`src/rtl/mult_pkg.sv`:
```
// Shared types and helpers for the sequential shift-and-add multiplier.
package mult_pkg;

  typedef enum logic [1:0] {
    IDLE = 2'b00,
    CALC = 2'b01,
    FIX  = 2'b10
  } mult_state_t;

  // Iteration counter must be able to hold the value WIDTH.
  function automatic int unsigned cnt_width(input int unsigned w);
    return $clog2(w + 1);
  endfunction

endpackage

```
`src/rtl/shift_add_step.sv`:
```
// One shift-and-add iteration: conditional add of the multiplicand into the
// upper half, then a one-bit right shift of {carry, hi, lo}.
module shift_add_step #(
  parameter int unsigned WIDTH = 8
) (
  input  logic [2*WIDTH-1:0] acc_i,
  input  logic [WIDTH-1:0]   mcand_i,
  output logic [2*WIDTH-1:0] acc_o
);

  logic [WIDTH:0] sum;

  // Add on lo[0], keep the carry, shift the whole accumulator right.
  always_comb begin
    sum = {1'b0, acc_i[2*WIDTH-1:WIDTH]};
    if (acc_i[0]) begin
      sum = sum + {1'b0, mcand_i};
    end
    acc_o = {sum, acc_i[WIDTH-1:1]};
  end

endmodule

```
`src/rtl/seq_shift_add_mult.sv`:
```
// Sequential WIDTH x WIDTH shift-and-add multiplier with start/done handshake,
// optional two's-complement mode (sign-magnitude internally) and busy flag.
module seq_shift_add_mult
  import mult_pkg::*;
#(
  parameter int unsigned WIDTH = 8,
  parameter int unsigned CNT_W = cnt_width(WIDTH)
) (
  input  logic               clk,
  input  logic               rst,
  input  logic               start,
  input  logic               signed_mode,
  input  logic [WIDTH-1:0]   multiplier,
  input  logic [WIDTH-1:0]   multiplicand,
  output logic [2*WIDTH-1:0] product,
  output logic               busy,
  output logic               done
);

  mult_state_t        state_q, state_d;
  logic [2*WIDTH-1:0] acc_q, acc_d;
  logic [WIDTH-1:0]   mcand_q, mcand_d;
  logic               neg_q, neg_d;
  logic [CNT_W-1:0]   cnt_q, cnt_d;
  logic [2*WIDTH-1:0] product_q, product_d;
  logic               busy_q, busy_d;
  logic               done_q, done_d;

  logic [WIDTH-1:0]   mplier_mag;
  logic [WIDTH-1:0]   mcand_mag;
  logic [2*WIDTH-1:0] acc_step;

  shift_add_step #(.WIDTH(WIDTH)) u_step (
    .acc_i   (acc_q),
    .mcand_i (mcand_q),
    .acc_o   (acc_step)
  );

  // Operand magnitudes; -2^(WIDTH-1) negates to itself, which reads back as
  // the correct unsigned magnitude.
  always_comb begin
    mplier_mag = (signed_mode && multiplier[WIDTH-1])   ? -multiplier   : multiplier;
    mcand_mag  = (signed_mode && multiplicand[WIDTH-1]) ? -multiplicand : multiplicand;
  end

  // Next-state and datapath control.
  always_comb begin
    state_d   = state_q;
    acc_d     = acc_q;
    mcand_d   = mcand_q;
    neg_d     = neg_q;
    cnt_d     = cnt_q;
    product_d = product_q;
    busy_d    = busy_q;
    done_d    = 1'b0;
    case (state_q)
      IDLE: begin
        if (start) begin
          state_d = CALC;
          acc_d   = {{WIDTH{1'b0}}, mplier_mag};
          mcand_d = mcand_mag;
          neg_d   = signed_mode & (multiplier[WIDTH-1] ^ multiplicand[WIDTH-1]);
          cnt_d   = '0;
          busy_d  = 1'b1;
        end
      end
      CALC: begin
        acc_d = acc_step;
        cnt_d = cnt_q + CNT_W'(1);
        if (cnt_q == CNT_W'(WIDTH - 1)) begin
          state_d = FIX;
        end
      end
      FIX: begin
        product_d = neg_q ? -acc_q : acc_q;
        done_d    = 1'b1;
        busy_d    = 1'b0;
        state_d   = IDLE;
      end
      default: state_d = IDLE;
    endcase
  end

  // State and datapath registers with synchronous reset.
  always_ff @(posedge clk) begin
    if (rst) begin
      state_q   <= IDLE;
      acc_q     <= '0;
      mcand_q   <= '0;
      neg_q     <= 1'b0;
      cnt_q     <= '0;
      product_q <= '0;
      busy_q    <= 1'b0;
      done_q    <= 1'b0;
    end else begin
      state_q   <= state_d;
      acc_q     <= acc_d;
      mcand_q   <= mcand_d;
      neg_q     <= neg_d;
      cnt_q     <= cnt_d;
      product_q <= product_d;
      busy_q    <= busy_d;
      done_q    <= done_d;
    end
  end

  assign product = product_q;
  assign busy    = busy_q;
  assign done    = done_q;

endmodule

```
`config.mk`:
```
export PLATFORM = sky130hd
export DESIGN_NAME = seq_shift_add_mult
export DESIGN_NICKNAME = d
export VERILOG_FILES = /design/src/rtl/mult_pkg.sv /design/src/rtl/shift_add_step.sv /design/src/rtl/seq_shift_add_mult.sv
export SDC_FILE = /design/constraint.sdc
export NUM_CORES = 1
export LEC_CHECK = 0
export BUFFER_PORTS_ARGS = -buffer_cell sky130_fd_sc_hd__buf_4
export CORE_UTILIZATION = 62
export DETAILED_ROUTE_END_ITERATION = 8
export HOLD_SLACK_MARGIN = 0.1
export PLACE_DENSITY = 0.94
export SLEW_MARGIN = 20
export SYNTH_ARGS = -nofsm -noshare
export SYNTH_HDL_FRONTEND = slang
export SYNTH_SLANG_ARGS = --single-unit
```
`constraint.sdc`:
```
create_clock -name clk -period 3.5 [get_ports clk]
set_input_delay 0.7 -clock clk [delete_from_list [all_inputs] [get_ports clk]]
set_output_delay 0.7 -clock clk [all_outputs]
set_load 0.005 [all_outputs]
```
==> impl_metrics.ini <==
[status]
status = completed

[yosys]
yosysUniqueCellTypes = 53
synth_cells = 349
synthXorXnorAreaFrac_pct = 5.77
synth_fp_nets = 382
synth_fa_ha_area_share_pct = 5.90
synth_top_family_by_area = compound AO/OA/AOI/OAI gates
synthArstFlopShare_pct = 0
syn_area_mm2 = 0.00288
synth_top_area_cell = dfxtp_1
synthTopCellsByCount = dfxtp_1 (49), nor2_1 (39), a21oi_1 (27), nand2_1 (20), clkbuf_1 (17)
seq_area_frac_synth_pct = 34.0
avgSynthCellArea_um2 = 8.26
synth_mux_area_share_pct = 2.86
synthSimpleGateAreaFrac_pct = 21.6
synth_ff_type = dfxtp_1
yosys-top-cells-area = dfxtp_1 (34%), ha_1 (5.2%), nor2_1 (5.1%), a21oi_1 (4.7%), a211oi_1 (4.2%)
synth_top_area_share_pct = 34.0
yosysWarnings = 0
yosysMostFrequentCell = dfxtp_1
synth_edf_count = 0
synth-seq-cells = 49
synth_compound_area_share_pct = 25.2

[sta]
tns_ps = 0
hold_viol_final = 0
relSlewSlack_pct = 48.2
setup_violations = 0
timing.hold.ws_ps = 467
skew_ps = 14.6
clock.fmax_mhz = 450
fin_crit_ps = 2220
rsz0062_at_grt = false
fin_crit_sh_pct = 63.6
worst_pin_slew_ps = 775
finalMaxSlewViolations = 0

[route]
first_pass_iters = 7
ant_nets = 0
wl_per_cell_um = 15.5
num_vias = 2723
drt_iter0_drc = 220
wl_um = 6600
drc = 0
vias_per_cell = 6.39

[clock_tree]
postCtsSetupRepairBufs = 0
numCtsBuffers = 5
clock_sinks = 49
cts_buffer_depth = 2
tritoncts = yes
ctsHoldBuffers = 0
clock_latency_ps = 310
root_buffer = clkbuf_8
post_cts_resize_count = 0
htreeDepth = 2
clk_pin_slew_ps = 100

[global_routing]
antenna_found_initial = 0
overflow = 0
grt_max_degree = 52
grt_pass1_wl_um = 11400
track_usage_pct = 28.8
grt_pass1_vias = 2440

[place]
dp.cells = 418
port-buffer-count = 37
gp_congestion = 0.918
dp_hpwl_um = 4710

[cells_and_area]
area.growth.synth_to_final_pct = 13.7
drive_above_1_share_pct = 15.2
finalNonFillerCells = 426
diodes = 0
multi_input_area_mm2 = 0.00177
fill_cells = 352
nets = 406
seqCellArea_um2 = 981

[power]
comb_power_share_pct = 17.1
vdd_drop_max_uv = 197
powerDensity_mw_per_mm2 = 376
switching_share_pct = 28.7
switchingPower_uw = 353
clkPwrFrac_pct = 33.6
power_frac_seq_pct = 49.4
power.leakage_nw = 1.32
power.internal_uw = 880

[critical_path]
crit_start = acc_q[0]
crit_fanout = 13
worstReg2RegStart = acc_q[0]
crit_type = flip-flop to flip-flop
worstSetupEndpointType = flip-flop
cpPeakStageDelay_ps = 560
cp_cell_sequence = inv_1 > ha_1 > or4b_1 > o41ai_1 > xor2_1 > a211oi_1
cp.required_ps = 3730
cp.arrival_ps = 2460
cp_slowest_cell = or4b_1
crit_path_start_kind = flip-flop
reg2regPathDepth = 6

[floorplan]
die_w_um = 70.2
die_h_um = 70.2
rows = 24
start_util_pct = 65.3
die_area_mm2 = 0.00493
coreArea_mm2 = 0.00441
ios = 38

[min_path]
min_from = product[0]
min_delay_path_depth = 2
hold_path_class = flip-flop to flip-flop

[job]
drv_cap = 0
## state kept, by name (all words and copies together) (netlist names)
signal	cells
acc_q	16
product	16
mcand_q	8
cnt_q	4
state_q	2
busy	1
done	1
neg_q	1
## cell usage in the layout (no fill, tap or decap), types with 2 or more instances in the layout
cell / instances
mux2_2: 2
a211o_1: 2
nand2b_1: 2
clkbuf_8: 5
mux2i_1: 6
a221oi_1: 2
nand3_1: 8
nor2b_1: 5
a21o_1: 3
nor2_1: 39
o41ai_2: 2
a222oi_1: 3
o21bai_1: 2
a31oi_1: 8
a21oi_1: 27
xnor2_1: 10
ha_1: 12
o21a_1: 2
o21ai_0: 12
nor4b_1: 6
dfxtp_1: 49
nor3_1: 9
nand4_1: 5
or3_1: 4
xor2_1: 9
nand3b_1: 3
inv_1: 10
and3_1: 8
a22oi_1: 8
a211oi_1: 16
o31ai_1: 2
or4_1: 4
a311oi_1: 4
nand2_1: 20
buf_4: 41
o41ai_1: 4
## worst paths after layout
check          endpoint  slack (ps)
max          product[8]        1280
min          product[0]         470
max reg2reg  product[8]        1280
min reg2reg  product[0]         470
## critical path, delay by kind of cell (launching register included)
kind / cells / cell delay [ps]
buffers and inverters: 1 / 230
xor gates and xnor gates: 1 / 120
AOI/OAI and AO/OA: 2 / 590
adders and majority gates: 1 / 210
and+or+nand+nor: 1 / 560
DFF: 1 / 460
## stage by stage
stage | power (mW) | area [µm²] | utilization (%) | setup slack (ps)
6_report | 1.23 | 3280 | 74.3 | 1280
5_1_grt | 1.28 | 3280 | 74.3 | 1090
4_1_cts | 1.23 | 3280 | 74.3 | 1300
3_5_place_dp | 0.827 | 3170 | 71.7 | 1320
3_3_place_gp | 0.821 | 3170 | 71.7 | 1360
2_1_floorplan | 0.765 | 2880 | - | 1500
## logic make-up after synthesis
| logic type | Yosys count |
|---|---|
| XOR/XNOR | 19 |
| AND/OR/NAND/NOR | 121 |
| flip-flops | 49 |
| AO/OA/AOI/OAI | 105 |
| buffers and inverters | 34 |
| adder cells (fa/ha/maj) | 13 |
| multiplexers | 8 |
## power by group through the flow
stage / sequential [mW] / combinational (mW) / clock [mW]
floorplan: 0.606 / 0.159 / 0
global placement: 0.619 / 0.201 / 0
detailed placement: 0.621 / 0.207 / 0
CTS: 0.608 / 0.209 / 0.416
global route: 0.612 / 0.234 / 0.438
finish: 0.609 / 0.211 / 0.414
## layer usage
| metal | part of all wire [%] | track usage, % | vias to the layer above | wire length (µm) |
|---|---|---|---|---|
| li1 | - | - | 1349 | - |
| met1 | 44 | 37.5 | 1247 | 2900 |
| met2 | 48 | 48.2 | 120 | 3170 |
| met3 | 6.8 | 5.63 | 7 | 446 |
| met4 | 1.3 | 8.44 | 0 | 88 |
| met5 | 0 | 0 | - | 0 |
## cell type report
type                       count  share of cell area (%)
multi-input combinational    266                    54.1
sequential                    49                    29.9
timing repair buffer          41                    9.39
clock buffer                   5                    2.10
tap                           52                    1.98
clock inverter                 3                    1.34
inverter                      10                    1.15
No activity file was read; power rests on OpenSTA's default activity.
